`src/rtl/gpio_link_pkg.sv`:
```
`default_nettype none
// ============================================================================
//  Package     : gpio_link_pkg
//  Description : Shared types and default parameters for the inter-board
//                button link receiver (gpio_to_mouse and its channel filter).
//                - btn_state_t        : per-channel debounce state
//                - GPIO_SYNC_STAGES   : default synchronizer depth
//                - GPIO_FILTER_CYCLES : default glitch-filter hold time
//  Revision    : 1.0  initial release
// ============================================================================
package gpio_link_pkg;

    typedef enum logic [1:0] {
        RELEASED     = 2'd0,
        PRESS_PEND   = 2'd1,
        PRESSED      = 2'd2,
        RELEASE_PEND = 2'd3
    } btn_state_t;

    localparam int GPIO_SYNC_STAGES   = 2;
    localparam int GPIO_FILTER_CYCLES = 16;

endpackage : gpio_link_pkg
`default_nettype wire

```
`src/rtl/gpio_to_mouse_if.sv`:
```
`default_nettype none
// ============================================================================
//  Interface   : gpio_to_mouse_if
//  Description : Bundle of the two raw button lines coming from the peer
//                board and the cleaned-up button state produced locally.
//                master : peer side, drives the raw GPIO lines and observes
//                         the filtered levels and strobes
//                slave  : receiver (gpio_to_mouse), samples the raw lines and
//                         drives levels and strobes
//  Signals     : gpio_left_in/gpio_right_in  raw lines (async to clk)
//                m_left/m_right              filtered levels (1 = pressed)
//                left_press/left_release     1-cycle strobes, left channel
//                right_press/right_release   1-cycle strobes, right channel
//  Revision    : 1.0  initial release
// ============================================================================
interface gpio_to_mouse_if;

    logic gpio_left_in;
    logic gpio_right_in;
    logic m_left;
    logic m_right;
    logic left_press;
    logic left_release;
    logic right_press;
    logic right_release;

    modport master (
        output gpio_left_in,
        output gpio_right_in,
        input  m_left,
        input  m_right,
        input  left_press,
        input  left_release,
        input  right_press,
        input  right_release
    );

    modport slave (
        input  gpio_left_in,
        input  gpio_right_in,
        output m_left,
        output m_right,
        output left_press,
        output left_release,
        output right_press,
        output right_release
    );

endinterface : gpio_to_mouse_if
`default_nettype wire

```
`src/rtl/gpio_btn_filter.sv`:
```
`default_nettype none
// ============================================================================
//  Module      : gpio_btn_filter
//  Description : One button channel: metastability synchronizer, glitch
//                filter (a new level must hold FILTER_CYCLES consecutive
//                cycles) and registered press/release strobes.
//  Ports       : clk            in   system clock
//                rst_n          in   asynchronous active-low reset
//                line_async     in   raw line, asynchronous to clk
//                level          out  filtered level (1 = pressed)
//                press_pulse    out  1-cycle strobe on level 0->1
//                release_pulse  out  1-cycle strobe on level 1->0
//  Revision    : 1.0  initial release
// ============================================================================
module gpio_btn_filter
    import gpio_link_pkg::*;
#(
    parameter int SYNC_STAGES   = GPIO_SYNC_STAGES,
    parameter int FILTER_CYCLES = GPIO_FILTER_CYCLES
) (
    input  logic clk,
    input  logic rst_n,
    input  logic line_async,
    output logic level,
    output logic press_pulse,
    output logic release_pulse
);

    // Counter only ever reaches FILTER_CYCLES-1, so this width cannot wrap.
    localparam int              CNT_W       = $clog2(FILTER_CYCLES + 1);
    localparam logic [CNT_W-1:0] c_cnt_last = CNT_W'(FILTER_CYCLES - 1);
    localparam logic [CNT_W-1:0] c_cnt_one  = CNT_W'(1);
    // With a one-cycle filter the pending states are skipped entirely.
    localparam bit              c_direct    = (FILTER_CYCLES == 1);

    generate
        if (SYNC_STAGES < 2) begin : g_bad_sync
            $error("gpio_btn_filter: SYNC_STAGES must be >= 2");
        end
        if (FILTER_CYCLES < 1) begin : g_bad_filter
            $error("gpio_btn_filter: FILTER_CYCLES must be >= 1");
        end
    endgenerate

    logic [SYNC_STAGES-1:0] r_sync;
    logic                   w_s;
    btn_state_t             r_state;
    logic [CNT_W-1:0]       r_cnt;
    logic                   r_level;
    logic                   r_press;
    logic                   r_release;

    // Synchronizer: bit 0 takes the raw line, the top bit is the sampled line.
    always_ff @(posedge clk or negedge rst_n) begin
        if (!rst_n) begin
            r_sync <= '0;
        end else begin
            r_sync <= {r_sync[SYNC_STAGES-2:0], line_async};
        end
    end

    assign w_s = r_sync[SYNC_STAGES-1];

    // Debounce FSM. The counter holds how many consecutive cycles the
    // candidate level has been seen; any return to the current level
    // drops back to the stable state and discards the count.
    always_ff @(posedge clk or negedge rst_n) begin
        if (!rst_n) begin
            r_state   <= RELEASED;
            r_cnt     <= '0;
            r_level   <= 1'b0;
            r_press   <= 1'b0;
            r_release <= 1'b0;
        end else begin
            r_press   <= 1'b0;
            r_release <= 1'b0;
            case (r_state)
                RELEASED: begin
                    if (w_s) begin
                        if (c_direct) begin
                            r_state <= PRESSED;
                            r_cnt   <= '0;
                            r_level <= 1'b1;
                            r_press <= 1'b1;
                        end else begin
                            r_state <= PRESS_PEND;
                            r_cnt   <= c_cnt_one;
                        end
                    end
                end
                PRESS_PEND: begin
                    if (!w_s) begin
                        r_state <= RELEASED;
                        r_cnt   <= '0;
                    end else if (r_cnt == c_cnt_last) begin
                        r_state <= PRESSED;
                        r_cnt   <= '0;
                        r_level <= 1'b1;
                        r_press <= 1'b1;
                    end else begin
                        r_cnt <= r_cnt + 1'b1;
                    end
                end
                PRESSED: begin
                    if (!w_s) begin
                        if (c_direct) begin
                            r_state   <= RELEASED;
                            r_cnt     <= '0;
                            r_level   <= 1'b0;
                            r_release <= 1'b1;
                        end else begin
                            r_state <= RELEASE_PEND;
                            r_cnt   <= c_cnt_one;
                        end
                    end
                end
                RELEASE_PEND: begin
                    if (w_s) begin
                        r_state <= PRESSED;
                        r_cnt   <= '0;
                    end else if (r_cnt == c_cnt_last) begin
                        r_state   <= RELEASED;
                        r_cnt     <= '0;
                        r_level   <= 1'b0;
                        r_release <= 1'b1;
                    end else begin
                        r_cnt <= r_cnt + 1'b1;
                    end
                end
                default: begin
                    r_state <= RELEASED;
                    r_cnt   <= '0;
                end
            endcase
        end
    end

    assign level         = r_level;
    assign press_pulse   = r_press;
    assign release_pulse = r_release;

endmodule : gpio_btn_filter
`default_nettype wire

```
`src/rtl/gpio_to_mouse.sv`:
```
`default_nettype none
// ============================================================================
//  Module      : gpio_to_mouse
//  Description : Receiving end of the inter-board button link. Two fully
//                independent channels (left, right) each synchronize,
//                debounce and edge-detect one raw GPIO line.
//  Ports       : clk    in   system clock
//                rst_n  in   asynchronous active-low reset
//                link   gpio_to_mouse_if.slave
//                       gpio_left_in/gpio_right_in in, m_left/m_right out,
//                       left_press/left_release/right_press/right_release out
//  Revision    : 1.0  initial release
// ============================================================================
module gpio_to_mouse
    import gpio_link_pkg::*;
#(
    parameter int SYNC_STAGES   = GPIO_SYNC_STAGES,
    parameter int FILTER_CYCLES = GPIO_FILTER_CYCLES
) (
    input  logic           clk,
    input  logic           rst_n,
    gpio_to_mouse_if.slave link
);

    gpio_btn_filter #(
        .SYNC_STAGES   (SYNC_STAGES),
        .FILTER_CYCLES (FILTER_CYCLES)
    ) u_left (
        .clk           (clk),
        .rst_n         (rst_n),
        .line_async    (link.gpio_left_in),
        .level         (link.m_left),
        .press_pulse   (link.left_press),
        .release_pulse (link.left_release)
    );

    gpio_btn_filter #(
        .SYNC_STAGES   (SYNC_STAGES),
        .FILTER_CYCLES (FILTER_CYCLES)
    ) u_right (
        .clk           (clk),
        .rst_n         (rst_n),
        .line_async    (link.gpio_right_in),
        .level         (link.m_right),
        .press_pulse   (link.right_press),
        .release_pulse (link.right_release)
    );

endmodule : gpio_to_mouse
`default_nettype wire

```
`src/flat_wrapper.sv`:
```
// flat-port wrapper written by rule: the top's interface ports become plain ports
module gpio_to_mouse_flat import gpio_link_pkg::*;
#(
    parameter int SYNC_STAGES   = GPIO_SYNC_STAGES,
    parameter int FILTER_CYCLES = GPIO_FILTER_CYCLES
)
  (clk, rst_n, link_gpio_left_in, link_gpio_right_in, link_m_left, link_m_right, link_left_press, link_left_release, link_right_press, link_right_release);
  gpio_to_mouse_if link_i ();
  input  logic clk;
  input  logic rst_n;
  input wire logic [$bits(link_i.gpio_left_in)-1:0] link_gpio_left_in;
  input wire logic [$bits(link_i.gpio_right_in)-1:0] link_gpio_right_in;
  output wire logic [$bits(link_i.m_left)-1:0] link_m_left;
  output wire logic [$bits(link_i.m_right)-1:0] link_m_right;
  output wire logic [$bits(link_i.left_press)-1:0] link_left_press;
  output wire logic [$bits(link_i.left_release)-1:0] link_left_release;
  output wire logic [$bits(link_i.right_press)-1:0] link_right_press;
  output wire logic [$bits(link_i.right_release)-1:0] link_right_release;
  assign link_i.gpio_left_in = link_gpio_left_in;
  assign link_i.gpio_right_in = link_gpio_right_in;
  assign link_m_left = link_i.m_left;
  assign link_m_right = link_i.m_right;
  assign link_left_press = link_i.left_press;
  assign link_left_release = link_i.left_release;
  assign link_right_press = link_i.right_press;
  assign link_right_release = link_i.right_release;
  gpio_to_mouse #(.SYNC_STAGES(SYNC_STAGES), .FILTER_CYCLES(FILTER_CYCLES)) u_core (.clk(clk), .rst_n(rst_n), .link(link_i));
endmodule
```
`config.mk`:
```
export PLATFORM = sky130hd
export DESIGN_NAME = gpio_to_mouse_flat
export DESIGN_NICKNAME = d
export VERILOG_FILES = /design/src/rtl/gpio_link_pkg.sv /design/src/rtl/gpio_to_mouse_if.sv /design/src/rtl/gpio_btn_filter.sv /design/src/rtl/gpio_to_mouse.sv /design/src/flat_wrapper.sv
export SDC_FILE = /design/constraint.sdc
export NUM_CORES = 1
export LEC_CHECK = 0
export CORE_MARGIN = 2
export CORE_UTILIZATION = 49
export DETAILED_ROUTE_END_ITERATION = 8
export PLACE_DENSITY = 0.73
export SETUP_SLACK_MARGIN = 0.2
export SLEW_MARGIN = 10
export SYNTH_ARGS = -nofsm -noshare
export SYNTH_HDL_FRONTEND = slang
export SYNTH_SLANG_ARGS = --single-unit
```
`constraint.sdc`:
```
create_clock -name clk -period 1.4 [get_ports clk]
set_input_delay 0.28 -clock clk [delete_from_list [all_inputs] [get_ports clk]]
set_output_delay 0.28 -clock clk [all_outputs]
set_load 0.01 [all_outputs]
```
==> impl_metrics.csv, run 1 <==
group,metric,value,unit
run_status,outcome,"complete, no violations",
routing,remaining_drc_errors,0,
global_route,grt_max_degree,25,
timing,finalCritPeriodShare,93.62,%
clocking,cts.htree.levels,1,
clocking,clockBufferDepth,2,
routing,first_iter_violations,13,
synth,synth-edff-count,0,
timing,setup_viol,0,
place,gp_congestion,0.8063,
setup_path,crit_slowest_cell,"dfrtp_1",
finish,postLayoutCoreUtil,70.64,%
clocking,root_buffer,"clkbuf_4",
finish,diodes,0,
power,power_density,914.3,mW/mm²
setup_path,crit_chain,"ha_4, and4b_2, nand2_2, mux2_4",
finish,syn_to_final_growth,33.85,%
clocking,hold_buffers,0,
timing,tightest_slew,0.3028,ns
global_route,grt_pass1_vias,756,
finish,nets,123,
timing,final_hold_viol_count,0,
job,drv_cap,0,
setup_path,reg2reg_slack,0.09,ns
global_route,grt_pass1_wl,3.367,mm
place,post-place-ws,0.04828,ns
setup_path,worstSetupStartpointType,"register",
setup_path,crit_path_max_fanout,4,
synth,netlist_instances,93,
synth,ys_async_sr_fraction,100.0,%
global_route,gr-total-overflow,0,
routing,ant_nets,0,
power,irDropWorstVdd,0.6241,mV
clocking,clk_pin_slew,0.12,ns
setup_path,r2r_start,"u_core.u_left.r_cnt[1]$_DFFE_PN0P_",
place,placed_cell_area,0.001212,mm²
place,place_inst,130,
timing,fin_crit,1.311,ns
synth,syn_area_per_cell,11.25,µm²
die,coreArea,0.001982,mm²
die,io_pins,10,
setup_path,crit_required,1.61,ns
synth,synth_area,0.001046,mm²
place,post-dp-hpwl,1.216,mm
global_route,antenna_found_initial,0,
setup_path,arrival,1.52,ns
timing,finClkSkew,0.001490,ns
routing,drt-pass1-iter-count,6,
place,portBuffers,9,
routing,viasPerCell,5.524,
global_route,grt.total_usage,17.62,%
timing,layout_setup_ws,0.08927,ns
die,die-area,0.002520,mm²
clocking,cts_tree,"built",
clocking,cts_buffers,3,
routing,vias,790,
setup_path,startpoint,"u_core.u_left.r_cnt[1]$_DFFE_PN0P_",
clocking,cts_sinks,24,
finish,instances_no_fill,143,
timing,tns,0,ns
die,rows,16,
setup_path,r2r.worst_path.cells,4,
synth,syn-num-nets,99,
timing,drv_slew,0,
setup_path,path_class,"reg -> reg",
power,p_leak,0.6445,nW
synth,ys_types,33,
setup_path,endpoint_kind,"register",
synth,yosys_warnings,0,
synth,yosysSeqAreaShare,57.42,%
timing,maxSlewHeadroom,79.81,%
synth,ys.flop_type,"dfrtp_1",
finish,drive_gt1_share,41.38,%
die,start_util,52.78,%
timing,rsz0062_at_grt,"yes",
timing,clock.fmax,762.9,MHz
die,die_x,50.20,µm
finish,fin_area,0.001400,mm²
clocking,insertion_delay,0.31,ns
synth,ys_ff_latch,24,
routing,wirelength,1.971,mm
die,die_h,50.20,µm
setup_path,cpPeakStageDelay,0.44,ns
routing,wl_per_cell,13.78,µm
worst_hold_path,hp-class,"in -> async",
==> report_power, final <==
group | switching (mW) | internal, mW
clock network | 0.199 | 0.159
logic | 0.0749 | 0.0877
registers | 0.0376 | 0.722
total | 0.312 | 0.968
==> how the worst min path moves through the flow <==
stage | from | end | slack (ns)
3_3_place_gp | u_core.u_left.r_sync[0]$_DFF_PN0_ | u_core.u_left.r_sync[1]$_DFF_PN0_ | 0.33
2_1_floorplan | rst_n | async pin | -0.02
3_5_place_dp | u_core.u_left.r_sync[0]$_DFF_PN0_ | u_core.u_left.r_sync[1]$_DFF_PN0_ | 0.34
4_1_cts | rst_n | u_core.u_left.press_pulse$_DFF_PN0_ | 0.30
5_1_grt | rst_n | u_core.u_left.release_pulse$_DFF_PN0_ | 0.31
6_report | rst_n | u_core.u_left.release_pulse$_DFF_PN0_ | 0.31
==> cells in the final DEF, fill, tap and decap left out, types with 2 or more instances in the layout <==
cell | synthesis | layout
a21oi_1 | 3 | 3
a31oi_1 | 2 | 2
and4b_2 | 0 | 2
buf_2 | 2 | 5
buf_4 | 0 | 14
clkbuf_4 | 0 | 3
clkdlybuf4s50_1 | 0 | 3
dfrtp_1 | 24 | 21
dfrtp_2 | 0 | 3
ha_4 | 0 | 2
inv_1 | 4 | 4
nand2_1 | 7 | 5
nand2_2 | 0 | 2
nand3_1 | 9 | 8
nand4_1 | 2 | 2
nor2_1 | 2 | 2
o21a_1 | 3 | 3
o21ai_1 | 3 | 3
xor2_1 | 4 | 2
==> cell type report <==
cell class / count / area [µm²]
Multi-Input combinational cell: 61 / 545.5
Clock buffer: 4 / 36.28
Sequential cell: 24 / 604.3
Tap cell: 27 / 33.78
Timing Repair Buffer: 23 / 165.2
Fill cell: 134 / 581.8
Inverter: 4 / 15.01
==> registers in the layout, summed over array words and instances, names as in the netlist, named ones only <==
| signal | flops |
|---|---|
| u_core.u_left.r_state | 1 |
| u_core.u_left.r_cnt | 5 |
| u_core.u_right.release_pulse | 1 |
| u_core.u_right.r_state | 1 |
| u_core.u_right.level | 1 |
| u_core.u_left.press_pulse | 1 |
| u_core.u_left.level | 1 |
| u_core.u_right.press_pulse | 1 |
| u_core.u_left.release_pulse | 1 |
| u_core.u_left.r_sync | 2 |
| u_core.u_right.r_sync | 2 |
| u_core.u_right.r_cnt | 5 |
==> worst max-delay path: cells and delay by family (launching register included) <==
| kind | cells | cell delay (ns) |
|---|---|---|
| DFF | 1 | 0.44 |
| and+or+nand+nor | 2 | 0.31 |
| muxes | 1 | 0.29 |
| adders and majority gates | 1 | 0.17 |
==> synthesized netlist by cell type, drive strengths merged, types with 2 or more instances <==
| cell | instances | area [µm²] |
|---|---|---|
| nor3b | 2 | 15.01 |
| nor2 | 2 | 7.510 |
| inv | 4 | 15.01 |
| ha | 2 | 25.02 |
| nand4 | 2 | 12.51 |
| o21ai | 5 | 25.02 |
| buf | 2 | 10.01 |
| dfrtp | 24 | 600.6 |
| and4b | 2 | 20.02 |
| nand2b | 2 | 12.51 |
| xor2 | 4 | 35.03 |
| nand3 | 9 | 45.04 |
| xnor2 | 2 | 17.52 |
| clkbuf | 2 | 7.510 |
| nand2 | 7 | 26.28 |
| a31oi | 2 | 12.51 |
| a21oi | 3 | 15.01 |
| o21a | 3 | 22.52 |
==> layer usage <==
layer  GRT usage [%]  share of wire [%]  up-vias
met3           2.976                5.7        6
met4           8.333                1.4        0
met2           25.66                 44       27
li1                -                  -      386
met1           25.65                 49      371
met5               0                  0        -
==> stage by stage <==
stage | hold WS [ns] | total power [mW]
floorplan | -0.01559 | 0.8268
global placement | 0.3313 | 0.8690
detailed placement | 0.3361 | 0.8787
CTS | 0.3034 | 1.284
global route | 0.3130 | 1.351
finish | 0.3051 | 1.280
==> cells by family (layout without fill, tap and decap cells) <==
logic type      after synthesis  count (layout)  share of synthesized area (%)
simple gates                 30              30                          16.27
flops                        24              24                          57.42
compound gates               22              22                          14.71
buf+inv                       8              31                          3.110
xor+xnor                      6               6                          5.024
fa+ha+maj                     2               2                          2.392
mux                           1               1                          1.076
==> timing repair <==
action                     CTS  global route
buffers inserted             6             3
pin swaps                    6             7
setup endpoints to repair   21            17
resized for setup           32            12
Power figures use the tool's default switching activity.
==> run 2: changes to the inputs <==
--- a/config.mk
+++ b/config.mk
@@ -6,11 +6,13 @@
 export NUM_CORES = 1
 export LEC_CHECK = 0
 export CORE_MARGIN = 2
-export CORE_UTILIZATION = 49
+export CORE_UTILIZATION = 52
+export CTS_BUF_LIST = sky130_fd_sc_hd__clkbuf_8
 export DETAILED_ROUTE_END_ITERATION = 8
-export PLACE_DENSITY = 0.73
+export PLACE_DENSITY = 0.77
 export SETUP_SLACK_MARGIN = 0.2
 export SLEW_MARGIN = 10
 export SYNTH_ARGS = -nofsm -noshare
 export SYNTH_HDL_FRONTEND = slang
+export SYNTH_HIERARCHICAL = 1
 export SYNTH_SLANG_ARGS = --single-unit
==> impl_metrics.csv, run 2 <==
group,metric,value,unit
worst_hold_path,hp-class,"reg -> reg",
clocking,insertion_delay,0.26,ns
synth,yosysSeqAreaShare,58.11,%
global_route,grt_max_degree,25,
routing,viasPerCell,5.547,
finish,diodes,0,
synth,synth_area,0.001033,mm²
setup_path,cpPeakStageDelay,0.42,ns
synth,syn_area_per_cell,11.23,µm²
place,post-dp-hpwl,1.145,mm
routing,wl_per_cell,14.86,µm
setup_path,crit_path_max_fanout,4,
setup_path,endpoint_kind,"register",
timing,tightest_slew,0.3524,ns
timing,tns,0,ns
timing,clock.fmax,811.5,MHz
setup_path,crit_required,1.59,ns
setup_path,crit_slowest_cell,"dfrtp_1",
clocking,cts_tree,"built",
routing,remaining_drc_errors,0,
synth,synth_area_leader_cell,"dfrtp_1",
power,p_int,1.055,mW
finish,syn_to_final_growth,25.91,%
setup_path,crit_chain,"ha_4, and4b_2, nand2_2, mux2i_1",
global_route,gr-total-overflow,0,
timing,maxSlewHeadroom,76.50,%
synth,syn-num-nets,98,
die,die_x,48.58,µm
die,start_util,53.78,%
die,coreArea,0.001922,mm²
synth,ys_types,21,
synth,ys_async_sr_fraction,100.0,%
clocking,cts.htree.levels,1,
routing,drt-pass1-iter-count,4,
global_route,grt_pass1_vias,801,
power,p_leak,0.5956,nW
setup_path,path_class,"reg -> reg",
die,die_h,48.58,µm
routing,first_iter_violations,8,
die,rows,16,
finish,mostFrequentLayoutCells,"dfrtp_1, buf_4, nand3_1, nand2_1, inv_1",
timing,fin_crit,1.232,ns
routing,ant_nets,0,
finish,nets,119,
power,total_power,1.368,mW
global_route,grt_pass1_wl,3.574,mm
timing,final_hold_viol_count,0,
timing,drv_slew,0,
synth,synth_common_cells,"dfrtp_1, nand2_1, nand3_1",
routing,vias,771,
synth,synth-edff-count,0,
finish,nFillCells,148,
finish,reg.largest.list,"u_core/u_left/r_cnt (5), u_core/u_right/r_cnt (5)",
setup_path,startpoint,"u_core/u_right/r_cnt[0]$_DFFE_PN0P_",
setup_path,r2r_start,"u_core/u_right/r_cnt[0]$_DFFE_PN0P_",
synth,ys.flop_type,"dfrtp_1",
place,gp_congestion,0.8224,
clocking,clk_pin_slew,0.08,ns
timing,setup_viol,0,
clocking,clockBufferDepth,2,
worst_hold_path,min_from,"u_core/u_right/r_sync[0]$_DFF_PN0_",
setup_path,worstSetupStartpointType,"register",
power,irDropWorstVdd,0.8163,mV
timing,finalCritPeriodShare,88.02,%
synth,yosys_warnings,6,
place,portBuffers,9,
power,seqPwrFrac,55.7,%
synth,synth_top_area_share,58.11,%
run_status,outcome,"complete, no violations",
timing,rsz0062_at_grt,"yes",
finish,drive_gt1_share,22.32,%
synth,synth_most_common_cell,"dfrtp_1",
synth,ys_ff_latch,24,
timing,finClkSkew,0.001010,ns
routing,wirelength,2.065,mm
clocking,hold_buffers,0,
global_route,antenna_found_initial,0,
clocking,cts_buffers,3,
setup_path,arrival,1.42,ns
power,combPwrFrac,11.3,%
synth,netlist_instances,92,
power,power_density,1052,mW/mm²
die,die-area,0.002360,mm²
job,drv_cap,0,
global_route,grt.total_usage,19.83,%
clocking,cts_sinks,24,
power,p_switching,0.3135,mW
die,io_pins,10,
power,p_clk_share,33.0,%
power,swShare,22.91,%
clocking,root_buffer,"clkbuf_8",
finish,final_common_cell,"dfrtp_1",
synth,synthTopCellsByArea,"dfrtp_1, nand3_1, xor2_1",
run 2: cell types whose count changed in the layout (fill, tap and decap cells not counted), moves of 3 or more:
cell and delta:
buf_2 -5, nor3_1 +3, clkbuf_4 -3, clkdlybuf4s15_1 +4, clkbuf_8 +3, dfrtp_1 +3, buf_4 -5, dfrtp_2 -3
run 2: repair_timing:
action / in CTS / in global routing
setup endpoints to repair: 15 / 21
pin swaps: 1 / 1
setup buffers: 6 / 2
gates resized for setup: 15 / 13
hold endpoints to repair: 0 / 0
run 2: cell type report:
type                    count  area [µm²]  share of cell area [%]
flip-flops and latches     24       600.6                   46.15
multi-input cells          60       441.7                   33.94
repair buffers             18       147.6                   11.35
clock buffers               4       55.05                   4.231
well taps                  27       33.78                   2.596
inverters                   6       22.52                   1.731
run 2: cell families after synthesis:
family	after synthesis	share of synthesized area [%]
AO/OA/AOI/OAI	20	11.86
XOR/XNOR	8	8.232
adder cells (fa/ha/maj)	2	2.421
buffers and inverters	8	3.148
flip-flops	24	58.11
multiplexers	2	1.937
AND/OR/NAND/NOR	28	14.29
run 2: power by group through the flow:
stage | combinational (mW) | clock (mW) | sequential [mW]
2_1_floorplan | 0.0682 | 0 | 0.757
3_3_place_gp | 0.0928 | 0 | 0.767
3_5_place_dp | 0.0948 | 0 | 0.769
4_1_cts | 0.132 | 0.465 | 0.754
5_1_grt | 0.175 | 0.502 | 0.765
6_report | 0.154 | 0.452 | 0.762
run 2: worst paths after layout:
kind | end | slack [ns] | cells after the start
min in group asynchronous | u_core/u_right/r_cnt[2]$_DFFE_PN0P_ | 0.37 | 2
min | u_core/u_right/r_sync[1]$_DFF_PN0_ | 0.35 | 0
min reg2reg | u_core/u_right/r_sync[1]$_DFF_PN0_ | 0.35 | 0
max in group asynchronous | u_core/u_left/r_cnt[4]$_DFFE_PN0P_ | 0.80 | 2
max reg2reg | register | 0.17 | 4
max | register | 0.17 | 4
run 2: critical path, delay by kind of cell, from the launching register on:
kind          cells  cell delay, ns
mux               1            0.18
flops             1            0.42
simple gates      2            0.38
fa+ha+maj         1            0.19
run 2: stage by stage:
step | setup WS [ns] | utilization [%] | cells | area, µm² | hold WS [ns]
5_1_grt | 0.1187 | 67.71 | 139 | 1301 | 0.3646
3_5_place_dp | 0.1028 | 60.09 | 127 | 1155 | 0.3362
3_3_place_gp | 0.1545 | 60.09 | 127 | 1155 | 0.3313
6_report | 0.1677 | 67.71 | 139 | 1301 | 0.3520
2_1_floorplan | 0.2070 | - | 92 | 1033 | -0.01559
4_1_cts | 0.1692 | 66.15 | 137 | 1271 | 0.3549
run 2: layer usage:
metal,up-vias,track usage [%],wire [µm]
li1,363,-,-
met1,375,24.17,818
met2,29,34.49,1093
met3,4,6.481,124
met4,0,4.286,29
met5,-,0,0
